[src/rtl/flexbex_ibex_pkg.sv]
// Shared flexbex_ibex types: multiplier/divider operator codes and FSM states.
package flexbex_ibex_pkg;

  typedef enum logic [2:0] {
    MD_OP_MUL    = 3'd0,
    MD_OP_MULH   = 3'd1,
    MD_OP_MULHSU = 3'd2,
    MD_OP_MULHU  = 3'd3,
    MD_OP_DIV    = 3'd4,
    MD_OP_DIVU   = 3'd5,
    MD_OP_REM    = 3'd6,
    MD_OP_REMU   = 3'd7
  } md_op_e;

  typedef enum logic [2:0] {
    MD_IDLE        = 3'd0,
    MD_ABS_A       = 3'd1,
    MD_ABS_B       = 3'd2,
    MD_COMP        = 3'd3,
    MD_LAST        = 3'd4,
    MD_CHANGE_SIGN = 3'd5,
    MD_FINISH      = 3'd6
  } md_state_e;

  localparam logic [4:0] MD_ITER_LAST = 5'd31;

  function automatic logic md_is_div(input logic [2:0] op);
    return op[2];
  endfunction

endpackage

[src/rtl/flexbex_ibex_multdiv_slow.sv]
// Iterative 32-bit multiplier/divider; one bit per cycle through the ALU's shared extended adder.
module flexbex_ibex_multdiv_slow
  import flexbex_ibex_pkg::*;
(
  input  logic        clk,
  input  logic        rst_n,
  input  logic        multdiv_en_i,
  input  logic [2:0]  operator_i,
  input  logic [31:0] op_a_i,
  input  logic [31:0] op_b_i,
  input  logic [33:0] alu_adder_ext_i,
  output logic [32:0] alu_operand_a_o,
  output logic [32:0] alu_operand_b_o,
  output logic        alu_en_o,
  output logic        busy_o,
  output logic        ready_o,
  output logic [31:0] result_o
);

  md_state_e   state_q;
  md_op_e      op_q;
  logic [4:0]  cnt_q;
  logic [31:0] a_q;
  logic [31:0] b_q;
  logic [31:0] hi_q;
  logic [31:0] lo_q;
  logic [31:0] result_q;
  logic        neg_q;

  logic [32:0] sum;
  logic        unused_adder_lsb;
  logic        is_div;
  logic        sign_a;
  logic        sign_b;
  logic [31:0] rem_shift;
  logic        take;
  logic        add_ext;
  logic        t_msb;
  logic        neg_start;

  assign sum              = alu_adder_ext_i[33:1];
  assign unused_adder_lsb = alu_adder_ext_i[0];
  assign is_div           = md_is_div(op_q);
  assign sign_a           = (op_q == MD_OP_MULH) || (op_q == MD_OP_MULHSU);
  assign sign_b           = (op_q == MD_OP_MULH);
  assign rem_shift        = {hi_q[30:0], lo_q[31]};
  // Shifted remainder overflowing 32 bits always exceeds the divisor.
  assign take             = hi_q[31] | sum[32];
  // Bit 32 of the sign-extended 33-bit partial sum, rebuilt from the 32-bit carry.
  assign t_msb            = (sign_a & hi_q[31]) ^ add_ext ^ sum[32];

  assign neg_start = (operator_i == MD_OP_DIV) ? ((op_a_i[31] ^ op_b_i[31]) & (op_b_i != 32'd0)) :
                     (operator_i == MD_OP_REM) ? op_a_i[31] : 1'b0;

  assign busy_o   = (state_q != MD_IDLE);
  assign ready_o  = (state_q == MD_FINISH);
  assign result_o = ready_o ? result_q : 32'd0;
  assign alu_en_o = (state_q == MD_ABS_A) || (state_q == MD_ABS_B) || (state_q == MD_COMP) ||
                    (state_q == MD_LAST)  || (state_q == MD_CHANGE_SIGN);

  // Shared adder operand selection: negations, add/sub steps and trial subtraction.
  always_comb begin
    alu_operand_a_o = 33'd0;
    alu_operand_b_o = 33'd0;
    add_ext         = 1'b0;
    case (state_q)
      MD_ABS_A: begin
        alu_operand_a_o = {32'd0, 1'b1};
        alu_operand_b_o = {~lo_q, 1'b1};
      end
      MD_ABS_B: begin
        alu_operand_a_o = {32'd0, 1'b1};
        alu_operand_b_o = {~b_q, 1'b1};
      end
      MD_COMP: begin
        if (is_div) begin
          alu_operand_a_o = {rem_shift, 1'b1};
          alu_operand_b_o = {~b_q, 1'b1};
        end else begin
          alu_operand_a_o = {hi_q, 1'b1};
          if (lo_q[0]) begin
            if ((cnt_q == 5'd0) && sign_b) begin
              alu_operand_b_o = {~a_q, 1'b1};
              add_ext         = ~a_q[31];
            end else begin
              alu_operand_b_o = {a_q, 1'b0};
              add_ext         = sign_a & a_q[31];
            end
          end else begin
            alu_operand_b_o = 33'd0;
          end
        end
      end
      MD_CHANGE_SIGN: begin
        alu_operand_a_o = {32'd0, 1'b1};
        alu_operand_b_o = {~result_q, 1'b1};
      end
      default: begin
        alu_operand_a_o = 33'd0;
        alu_operand_b_o = 33'd0;
      end
    endcase
  end

  // Control FSM and datapath registers; a dropped request kills any operation in flight.
  always_ff @(posedge clk or negedge rst_n) begin
    if (!rst_n) begin
      state_q  <= MD_IDLE;
      op_q     <= MD_OP_MUL;
      cnt_q    <= 5'd0;
      a_q      <= 32'd0;
      b_q      <= 32'd0;
      hi_q     <= 32'd0;
      lo_q     <= 32'd0;
      result_q <= 32'd0;
      neg_q    <= 1'b0;
    end else if ((state_q != MD_IDLE) && !multdiv_en_i) begin
      state_q <= MD_IDLE;
    end else begin
      case (state_q)
        MD_IDLE: begin
          if (multdiv_en_i) begin
            op_q  <= md_op_e'(operator_i);
            a_q   <= op_a_i;
            b_q   <= op_b_i;
            hi_q  <= 32'd0;
            lo_q  <= md_is_div(operator_i) ? op_a_i : op_b_i;
            neg_q <= neg_start;
            if (md_is_div(operator_i)) begin
              state_q <= MD_ABS_A;
            end else begin
              state_q <= MD_COMP;
              cnt_q   <= MD_ITER_LAST;
            end
          end
        end
        MD_ABS_A: begin
          if (!op_q[0] && a_q[31]) begin
            lo_q <= sum[31:0];
          end
          state_q <= MD_ABS_B;
        end
        MD_ABS_B: begin
          if (!op_q[0] && b_q[31]) begin
            b_q <= sum[31:0];
          end
          cnt_q   <= MD_ITER_LAST;
          state_q <= MD_COMP;
        end
        MD_COMP: begin
          if (is_div) begin
            hi_q <= take ? sum[31:0] : rem_shift;
            lo_q <= {lo_q[30:0], take};
          end else begin
            hi_q <= {t_msb, sum[31:1]};
            lo_q <= {sum[0], lo_q[31:1]};
          end
          cnt_q <= cnt_q - 5'd1;
          if (cnt_q == 5'd0) begin
            state_q <= MD_LAST;
          end
        end
        MD_LAST: begin
          // MUL and DIV/DIVU take the low word; high products and remainders the high word.
          if ((op_q == MD_OP_MUL) || (op_q == MD_OP_DIV) || (op_q == MD_OP_DIVU)) begin
            result_q <= lo_q;
          end else begin
            result_q <= hi_q;
          end
          state_q <= is_div ? MD_CHANGE_SIGN : MD_FINISH;
        end
        MD_CHANGE_SIGN: begin
          if (neg_q) begin
            result_q <= sum[31:0];
          end
          state_q <= MD_FINISH;
        end
        MD_FINISH: begin
          state_q <= MD_IDLE;
        end
        default: begin
          state_q <= MD_IDLE;
        end
      endcase
    end
  end

endmodule

[config.mk]
export PLATFORM = sky130hd
export DESIGN_NAME = flexbex_ibex_multdiv_slow
export DESIGN_NICKNAME = d
export VERILOG_FILES = /design/src/rtl/flexbex_ibex_pkg.sv /design/src/rtl/flexbex_ibex_multdiv_slow.sv
export SDC_FILE = /design/constraint.sdc
export NUM_CORES = 1
export LEC_CHECK = 0
export CAP_MARGIN = 40
export CORE_MARGIN = 10
export CORE_UTILIZATION = 59
export CTS_BUF_LIST = sky130_fd_sc_hd__clkbuf_8
export CTS_CLUSTER_SIZE = 16
export DETAILED_ROUTE_END_ITERATION = 10
export GPL_TIMING_DRIVEN = 0
export PLACE_DENSITY = 0.88
export SYNTH_ARGS = -nofsm -noshare
export SYNTH_HDL_FRONTEND = slang
export SYNTH_SLANG_ARGS = --single-unit
[constraint.sdc]
create_clock -name clk -period 3.75 [get_ports clk]
set_clock_uncertainty 0.05 [all_clocks]
set_input_delay 0.75 -clock clk [delete_from_list [all_inputs] [get_ports clk]]
set_output_delay 0.75 -clock clk [all_outputs]
set_load 0.01 [all_outputs]
==> impl_results.html, run 1 <==
<table>
<tr><th>Metric</th><th>Value</th></tr>
<tr><th colspan="2">Run status</th></tr>
<tr><td>Run status</td><td>finished clean</td></tr>
<tr><th colspan="2">Clock network</th></tr>
<tr><td>Num CTS Buffers</td><td>17</td></tr>
<tr><td>Clk_lat worst skew</td><td>0.49 ns</td></tr>
<tr><td>Clock sink count</td><td>172</td></tr>
<tr><td>Number of H-tree levels</td><td>4</td></tr>
<tr><td>Clock slew at reported path FFs</td><td>about 0.10 ns</td></tr>
<tr><td>Root buffer cell</td><td>sky130_fd_sc_hd__clkbuf_8</td></tr>
<tr><td>Maximum buffer depth of the clock tree</td><td>2</td></tr>
<tr><td>Clock tree from TritonCTS</td><td>built</td></tr>
<tr><th colspan="2">Min path</th></tr>
<tr><td>Hold WC Path Type</td><td>input port to async pin</td></tr>
<tr><th colspan="2">Timing</th></tr>
<tr><td>Total negative setup slack</td><td>0 ns</td></tr>
<tr><td>Final max-slew violation count</td><td>0</td></tr>
<tr><td>Final worst-path setup slack</td><td>between 0.04 and 0.05 ns</td></tr>
<tr><td>Final Hold Viols</td><td>0</td></tr>
<tr><td>Setup repair after global routing missed its margin</td><td>false</td></tr>
<tr><td># setup viols final</td><td>0</td></tr>
<tr><td>Slew HR</td><td>0.324</td></tr>
<tr><td>Measured slew at the worst slew-check pin</td><td>1.01 ns</td></tr>
<tr><td>Achievable Freq</td><td>270 MHz</td></tr>
<tr><td>Final Cycle Share</td><td>0.988</td></tr>
<tr><td>Post-layout minimum cycle time</td><td>3.70 ns</td></tr>
<tr><th colspan="2">Global route</th></tr>
<tr><td>Global-route wire length before repair</td><td>69400 um</td></tr>
<tr><td>Total GRT Usage</td><td>0.340</td></tr>
<tr><td>Antenna violations before repair</td><td>1</td></tr>
<tr><td>GR Overflow Total</td><td>0</td></tr>
<tr><td>Number of global-route vias before repair</td><td>12000</td></tr>
<tr><td>Pin count of the biggest net entering global routing</td><td>88</td></tr>
<tr><th colspan="2">Logic synthesis</th></tr>
<tr><td>EDFF count, synth</td><td>0</td></tr>
<tr><td>Post-synth top cells</td><td>191 x sky130_fd_sc_hd__mux2i_1, 172 x sky130_fd_sc_hd__dfrtp_1, 146 x sky130_fd_sc_hd__nor2_1, 106 x sky130_fd_sc_hd__a21oi_1, 92 x sky130_fd_sc_hd__o22ai_1</td></tr>
<tr><td>Top area cells in the synthesized netlist</td><td>sky130_fd_sc_hd__dfrtp_1 38%, sky130_fd_sc_hd__mux2i_1 17%, sky130_fd_sc_hd__o22ai_1 5.0%, sky130_fd_sc_hd__nor2_1 4.8%, sky130_fd_sc_hd__a21oi_1 4.6%</td></tr>
<tr><td>Cell with the most instances after synthesis</td><td>sky130_fd_sc_hd__mux2i_1</td></tr>
<tr><td>Fraction of synthesized cell area taken by the top area cell type</td><td>0.377</td></tr>
<tr><td>Post-Syn Area per Cell</td><td>just over 9 um^2</td></tr>
<tr><td>Cell area after synthesis</td><td>11400 um^2</td></tr>
<tr><td>Seq/Total Area, Yosys</td><td>0.377</td></tr>
<tr><td>Share of flip-flops with an asynchronous set or reset after synthesis</td><td>1.00</td></tr>
<tr><td>Number of instances in the synthesized netlist</td><td>1228</td></tr>
<tr><td>Yosys warns</td><td>0</td></tr>
<tr><td>Most used flip-flop cell after synthesis</td><td>sky130_fd_sc_hd__dfrtp_1</td></tr>
<tr><td>FF+latch count, synth</td><td>172</td></tr>
<tr><td>Distinct cell type count after synthesis</td><td>54</td></tr>
<tr><td>Synthesized netlist net count</td><td>1334</td></tr>
<tr><td>Top cell type by total area after synthesis</td><td>sky130_fd_sc_hd__dfrtp_1</td></tr>
<tr><th colspan="2">Critical path</th></tr>
<tr><td>Largest stage delay, worst path</td><td>about 0.60 ns</td></tr>
<tr><td>Critical Path RT</td><td>slightly below 3 ns</td></tr>
<tr><td>Reg2Reg Launch Point</td><td>state_q[1]</td></tr>
<tr><td>Setup slack of the worst register-to-register path</td><td>1.12 ns</td></tr>
<tr><td>Cell chain of the critical path</td><td>buf_2 -&gt; clkbuf_4 -&gt; buf_2 -&gt; clkbuf_4 -&gt; nand2_1 -&gt; a21oi_1 -&gt; clkdlybuf4s50_1</td></tr>
<tr><td>R2r worst-path depth</td><td>6</td></tr>
<tr><td>Highest fanout seen on the critical path</td><td>10</td></tr>
<tr><td>Worst Path Arrival</td><td>2.90 ns</td></tr>
<tr><td>Endpoint of the worst register-to-register path</td><td>lo_q[11]</td></tr>
<tr><td>Startpoint-to-endpoint class of the critical path</td><td>flip-flop to output pin</td></tr>
<tr><td>CP Launch Type</td><td>flip-flop</td></tr>
<tr><td>Critical Path Sink Type</td><td>output pin</td></tr>
<tr><td>Critical Path Slowest Stage Cell</td><td>sky130_fd_sc_hd__clkdlybuf4s50_1</td></tr>
<tr><th colspan="2">Final layout</th></tr>
<tr><td>Area Growth Syn to Fin</td><td>25.0%</td></tr>
<tr><td>Non-filler cells, final</td><td>~1700</td></tr>
<tr><td>Share of final-layout standard cells stronger than drive strength 1</td><td>0.0946</td></tr>
<tr><td>Layout fillers</td><td>1360</td></tr>
<tr><td>Register area</td><td>4300 um^2</td></tr>
<tr><td>Post-layout nets</td><td>about 1600</td></tr>
<tr><td>Area taken by multi-input logic gates</td><td>6550 um^2</td></tr>
<tr><th colspan="2">Placement</th></tr>
<tr><td>Routability Congestion</td><td>1.01</td></tr>
<tr><td>Port Buf Inserts</td><td>approximately 200</td></tr>
<tr><td>Placed cell count</td><td>~1700</td></tr>
<tr><td>Total half-perimeter wirelength after legalization and detailed placement</td><td>~32000 um</td></tr>
<tr><td>Setup Slack @ Placement</td><td>-0.169 ns</td></tr>
<tr><th colspan="2">Drt</th></tr>
<tr><td>Detailed-routing iteration count for the pre-antenna-repair pass</td><td>7</td></tr>
<tr><td>Count of vias placed by the detailed router</td><td>12200</td></tr>
<tr><td>Sum of routed wire length over all layers</td><td>45200 um</td></tr>
<tr><td>Iteration-0 DRC count of the detailed router</td><td>2247</td></tr>
<tr><td>Post-route antenna net violation count</td><td>0</td></tr>
<tr><td>Vias per cell</td><td>7.03</td></tr>
<tr><td>WL per Instance</td><td>26.1 um</td></tr>
<tr><td>DRC Markers</td><td>0</td></tr>
<tr><th colspan="2">Power</th></tr>
<tr><td>Leak</td><td>roughly 6.6 nW</td></tr>
<tr><td>Total power divided by cell area</td><td>444 nW/um^2</td></tr>
<tr><td>Maximum vdd drop</td><td>approximately 0.29 mV</td></tr>
<tr><th colspan="2">Die</th></tr>
<tr><td>Y dimension of the die</td><td>159 um</td></tr>
<tr><td>Number of placed I/O pins</td><td>205</td></tr>
<tr><td>Total core area</td><td>18900 um^2</td></tr>
<tr><td>Initial cell density of the core</td><td>0.605</td></tr>
<tr><td>Overall die area</td><td>25300 um^2</td></tr>
<tr><td>Die extent in x</td><td>159 um</td></tr>
<tr><td>Cell row count</td><td>50</td></tr>
<tr><th colspan="2">Run</th></tr>
<tr><td>Max-cap violations</td><td>0</td></tr>
</table>
==> metrics by stage <==
step / utilization / hold slack [ns] / cell area (um^2) / total power [W]
floorplan: - / 0.404 / 11400 / 0.00405
global placement: 0.729 / 0.429 / 13800 / 0.00489
detailed placement: 0.731 / 0.436 / 13800 / 0.00497
CTS: 0.751 / 0.223 / 14200 / 0.00621
global route: 0.756 / 0.230 / 14300 / 0.00658
finish: 0.756 / 0.182 / 14300 / 0.00634
==> power by group <==
part           leakage (nW)  total, W  internal (W)  switching [W]
clock                 0.190   0.00132      0.000536       0.000782
sequential             2.13   0.00263       0.00220       0.000429
combinational          4.31   0.00240       0.00110        0.00129
total                  6.63   0.00634       0.00384        0.00251
==> cell usage in the layout, fill, tap and decap left out, types with 8 or more instances in the layout <==
cell type	netlist	final
sky130_fd_sc_hd__a211oi_1	32	32
sky130_fd_sc_hd__a21o_1	64	64
sky130_fd_sc_hd__a21oi_1	106	106
sky130_fd_sc_hd__a22o_1	32	32
sky130_fd_sc_hd__and3_1	32	32
sky130_fd_sc_hd__buf_2	29	29
sky130_fd_sc_hd__buf_4	5	13
sky130_fd_sc_hd__clkbuf_1	73	59
sky130_fd_sc_hd__clkbuf_2	0	11
sky130_fd_sc_hd__clkbuf_8	0	17
sky130_fd_sc_hd__clkdlybuf4s50_1	0	169
sky130_fd_sc_hd__dfrtp_1	172	172
sky130_fd_sc_hd__dlygate4sd2_1	0	20
sky130_fd_sc_hd__dlymetal6s2s_1	0	11
sky130_fd_sc_hd__mux2_2	30	30
sky130_fd_sc_hd__mux2i_1	191	191
sky130_fd_sc_hd__nand2_1	42	41
sky130_fd_sc_hd__nor2_1	146	145
sky130_fd_sc_hd__nor4_1	8	8
sky130_fd_sc_hd__o21ai_0	31	31
sky130_fd_sc_hd__o22a_1	32	32
sky130_fd_sc_hd__o22ai_1	92	92
sky130_fd_sc_hd__xnor2_1	34	34
==> layer usage <==
layer  vias up  global-route usage  wire length [um]  part of all wire
met4         0               0.159              2180             0.048
li1       4988                   -                 -                 -
met2      1159               0.511             20000              0.44
met3       223               0.114              6150              0.14
met1      5784               0.434             16800              0.37
met5         -                   0                 0                 0
==> registers in the layout (all words and copies together), names as in the netlist <==
| signal | flops |
|---|---|
| lo_q | 32 |
| op_q | 3 |
| cnt_q | 5 |
| state_q | 3 |
| result_q | 32 |
| b_q | 32 |
| a_q | 32 |
| neg_q | 1 |
| hi_q | 32 |
==> final cells by class <==
class	instances	share of cell area
diodes	1	0.000175
plain buffers	115	0.0402
clock buffers	17	0.0164
clock inverters	15	0.0101
inverters	6	0.00254
multi-input cells	933	0.459
flip-flops and latches	172	0.301
well taps	260	0.0228
repair buffers	211	0.148
==> worst max-delay path: cells and delay by family, from the launching register on <==
| kind | cells | cell delay (ns) |
|---|---|---|
| buf+inv | 5 | 1.73 |
| flops | 1 | 0.33 |
| compound gates | 1 | 0.27 |
| simple gates | 1 | 0.08 |
==> logic make-up after synthesis <==
family                   Yosys count  share of synthesized area
adder cells (fa/ha/maj)            2                    0.00219
multiplexers                     225                      0.201
AND/OR/NAND/NOR                  260                      0.106
AO/OA/AOI/OAI                    410                      0.236
XOR/XNOR                          36                     0.0276
flip-flops                       172                      0.377
buffers and inverters            123                     0.0513
==> worst max-delay path by stage <==
stage | from | endpoint | depth (start not counted)
finish | op_q[2] | alu_operand_a_o[32] | 7
global route | cnt_q[1] | alu_operand_b_o[21] | 11
CTS | cnt_q[0] | alu_operand_b_o[27] | 10
detailed placement | state_q[1] | alu_operand_a_o[3] | 7
global placement | rst_n | a_q[6] | 1
floorplan | cnt_q[0] | alu_operand_b_o[4] | 9
==> repair_timing <==
| action | CTS | global route |
|---|---|---|
| buffers inserted | 2 | 5 |
| resized for setup | 37 | 27 |
| pin swaps | 0 | 2 |
| setup endpoints to repair | 65 | 71 |
| hold buffers | 0 | 0 |
(Power assumes the default switching activity.)
==> run 2, diff against run 1 <==
Settings changed: CORE_UTILIZATION 59 to 30, PLACE_DENSITY 0.88 to not set, SETUP_SLACK_MARGIN set to 0.15.
==> run 2 against run 1 <==
  * Total power grew 0.15%
  * Sequential power hardly changed
  * Core utilization down 37 points
  * Combinational power barely moved
  * Critical path depth fell by 1
  * Setup slack better by 0.12 ns
  * Wire length is 10% higher
  * Largest cell class unchanged
==> impl_results.html, run 2 (synthesized netlist as in run 1, its figures left out) <==
<table>
<tr><th>Metric</th><th>Value</th></tr>
<tr><th colspan="2">Critical path</th></tr>
<tr><td>Logic depth of the worst path, buffers included</td><td>6</td></tr>
<tr><td>R2r worst-path depth</td><td>6</td></tr>
<tr><td>Critical Path RT</td><td>2.95 ns</td></tr>
<tr><td>Worst Path Arrival</td><td>2.78 ns</td></tr>
<tr><td>Highest fanout seen on the critical path</td><td>10</td></tr>
<tr><td>Setup slack of the worst register-to-register path</td><td>roughly 1.1 ns</td></tr>
<tr><td>Largest stage delay, worst path</td><td>0.57 ns</td></tr>
<tr><td>Count of buffer and inverter cells on the critical path</td><td>4</td></tr>
<tr><td>Cell class contributing the biggest share of worst-path delay</td><td>buffers and inverters</td></tr>
<tr><td>Endpoint of the worst register-to-register path</td><td>lo_q[26]</td></tr>
<tr><td>Startpoint-to-endpoint class of the critical path</td><td>flip-flop to output pin</td></tr>
<tr><td>Critical Path Sink Type</td><td>output pin</td></tr>
<tr><td>Critical Path Slowest Stage Cell</td><td>sky130_fd_sc_hd__clkdlybuf4s50_1</td></tr>
<tr><td>Cell chain of the critical path</td><td>buf_2 -&gt; buf_2 -&gt; nor2_2 -&gt; clkbuf_2 -&gt; and3_1 -&gt; clkdlybuf4s50_1</td></tr>
<tr><td>CP Launch Type</td><td>flip-flop</td></tr>
<tr><td>Reg2Reg Launch Point</td><td>state_q[1]</td></tr>
<tr><td>Crit-path most repeated cell</td><td>sky130_fd_sc_hd__buf_2</td></tr>
<tr><th colspan="2">Timing</th></tr>
<tr><td>Measured slew at the worst slew-check pin</td><td>about 0.95 ns</td></tr>
<tr><td>Post-layout minimum cycle time</td><td>between 3 and 4 ns</td></tr>
<tr><td>Achievable Freq</td><td>279 MHz</td></tr>
<tr><td>Final worst-path setup slack</td><td>0.171 ns</td></tr>
<tr><td>Final Hold Viols</td><td>0</td></tr>
<tr><td># setup viols final</td><td>0</td></tr>
<tr><td>Final max-slew violation count</td><td>0</td></tr>
<tr><td>Final worst hold slack</td><td>between 0.2 and 0.25 ns</td></tr>
<tr><td>Final Cycle Share</td><td>0.954</td></tr>
<tr><td>Slew HR</td><td>0.361</td></tr>
<tr><td>Setup repair after global routing missed its margin</td><td>true</td></tr>
<tr><td>Total negative setup slack</td><td>0 ns</td></tr>
<tr><th colspan="2">Drt</th></tr>
<tr><td>Post-route antenna net violation count</td><td>0</td></tr>
<tr><td>DRC Markers</td><td>0</td></tr>
<tr><td>Sum of routed wire length over all layers</td><td>49800 um</td></tr>
<tr><td>Vias per cell</td><td>5.69</td></tr>
<tr><td>WL per Instance</td><td>25.1 um</td></tr>
<tr><td>Detailed-routing iteration count for the pre-antenna-repair pass</td><td>5</td></tr>
<tr><td>Iteration-0 DRC count of the detailed router</td><td>1057</td></tr>
<tr><td>Count of vias placed by the detailed router</td><td>11300</td></tr>
<tr><th colspan="2">Clock network</th></tr>
<tr><td>Maximum buffer depth of the clock tree</td><td>2</td></tr>
<tr><td>Clock slew at reported path FFs</td><td>0.12 ns</td></tr>
<tr><td>Number of H-tree levels</td><td>4</td></tr>
<tr><td>Num CTS Buffers</td><td>17</td></tr>
<tr><td>Root buffer cell</td><td>sky130_fd_sc_hd__clkbuf_8</td></tr>
<tr><td>Clock tree from TritonCTS</td><td>built</td></tr>
<tr><td>Count of hold buffers inserted by post-cts repair</td><td>0</td></tr>
<tr><td>Clock sink count</td><td>172</td></tr>
<tr><td>Clk_lat worst skew</td><td>0.51 ns</td></tr>
<tr><th colspan="2">Final layout</th></tr>
<tr><td>Most frequent standard cell in the layout excluding fill and tap cells</td><td>sky130_fd_sc_hd__mux2i_1</td></tr>
<tr><td>Post-layout nets</td><td>~1600</td></tr>
<tr><td>Area Growth Syn to Fin</td><td>28.5%</td></tr>
<tr><td>Final cell area excluding filler cells</td><td>14700 um^2</td></tr>
<tr><td>Most frequent cells in the layout</td><td>190 x sky130_fd_sc_hd__mux2i_1, 172 x sky130_fd_sc_hd__dfrtp_1, 164 x sky130_fd_sc_hd__clkdlybuf4s50_1, 136 x sky130_fd_sc_hd__nor2_1, 105 x sky130_fd_sc_hd__a21oi_1</td></tr>
<tr><td>Share of final-layout standard cells stronger than drive strength 1</td><td>0.115</td></tr>
<tr><th colspan="2">Power</th></tr>
<tr><td>Overall power after layout</td><td>0.00635 W</td></tr>
<tr><td>Total power divided by cell area</td><td>432 nW/um^2</td></tr>
<tr><td>Maximum vdd drop</td><td>between 0.2 and 0.25 mV</td></tr>
<tr><td>Leak</td><td>6.63 nW</td></tr>
<tr><th colspan="2">Run status</th></tr>
<tr><td>Run status</td><td>finished clean</td></tr>
<tr><th colspan="2">Run</th></tr>
<tr><td>Max-cap violations</td><td>0</td></tr>
<tr><th colspan="2">Die</th></tr>
<tr><td>Overall die area</td><td>~46000 um^2</td></tr>
<tr><td>Cell row count</td><td>71</td></tr>
<tr><td>Initial cell density of the core</td><td>0.303</td></tr>
<tr><td>Die extent in x</td><td>215 um</td></tr>
<tr><td>Number of placed I/O pins</td><td>205</td></tr>
<tr><td>Y dimension of the die</td><td>215 um</td></tr>
<tr><td>Total core area</td><td>37700 um^2</td></tr>
<tr><th colspan="2">Placement</th></tr>
<tr><td>Port Buf Inserts</td><td>202</td></tr>
<tr><td>Setup Slack @ Placement</td><td>-0.114 ns</td></tr>
<tr><td>Total half-perimeter wirelength after legalization and detailed placement</td><td>37400 um</td></tr>
<tr><td>Routability Congestion</td><td>0.929</td></tr>
<tr><td>Placed instance area</td><td>14100 um^2</td></tr>
<tr><th colspan="2">Global route</th></tr>
<tr><td>Antenna violations before repair</td><td>3</td></tr>
<tr><td>Number of global-route vias before repair</td><td>11200</td></tr>
<tr><td>Total GRT Usage</td><td>0.206</td></tr>
<tr><td>Pin count of the biggest net entering global routing</td><td>90</td></tr>
<tr><td>GR Overflow Total</td><td>0</td></tr>
<tr><td>Global-route wire length before repair</td><td>73200 um</td></tr>
<tr><th colspan="2">Min path</th></tr>
<tr><td>Hold WC Path Type</td><td>input port to async pin</td></tr>
</table>
[run 2: cell types whose count changed in the layout (fill, tap and decap cells not counted), sizes merged]
cell,change
clkdlybuf4s50,-5
diode,+3
clkinv,-6
bufinv,-1
dlygate4sd2,+3
dlymetal6s2s,-6
clkdlybuf4s15,+4
clkbuf,+9
inv,+5
buf,-1
clkinvlp,+1
[run 2: cell type report]
cell class | count | area [um^2]
Fill cell | 3827 | 23000
Multi-Input combinational cell | 933 | 6600
Sequential cell | 172 | 4300
Timing Repair Buffer | 212 | 2090
Tap cell | 511 | 639
Buffer | 117 | 637
Clock buffer | 18 | 248
Clock inverter | 14 | 126
Inverter | 6 | 36.3
Antenna cell | 4 | 10.0
[run 2: metrics by stage]
stage | util | std cells
after floorplan | - | 1228
after global placement | 0.374 | 1941
after detailed placement | 0.375 | 1943
after CTS | 0.387 | 1978
after global routing | 0.390 | 1985
final | 0.390 | 1987
[run 2: report_power, final]
part           leakage (nW)  switching [W]  internal (W)  total (W)
clock                 0.183       0.000833      0.000503    0.00134
combinational          4.32        0.00130       0.00111    0.00241
sequential             2.13       0.000406       0.00220    0.00261
total                  6.63        0.00254       0.00381    0.00635
[run 2: timing repair]
action	in CTS	in global routing
endpoints found under the setup margin	90	68
buffers inserted	3	5
gates resized for setup	81	39
pin swaps	0	6
[run 2: how the worst max path moves through the flow]
stage | from | endpoint | slack [ns]
5_1_grt | cnt_q[1] | alu_operand_b_o[17] | 0.06
3_3_place_gp | rst_n | a_q[4] | -5.88
2_1_floorplan | cnt_q[0] | alu_operand_b_o[4] | 1.11
6_report | state_q[0] | result_o[12] | 0.17
4_1_cts | state_q[1] | alu_operand_b_o[32] | 0.02
3_5_place_dp | state_q[1] | alu_operand_a_o[14] | -0.11
[run 2: metal layers]
metal	part of all wire	vias up	track usage
met5	0	-	0
met3	0.082	64	0.0494
met2	0.46	542	0.328
li1	-	5006	-
met1	0.43	5691	0.270
met4	0.022	0	0.0610
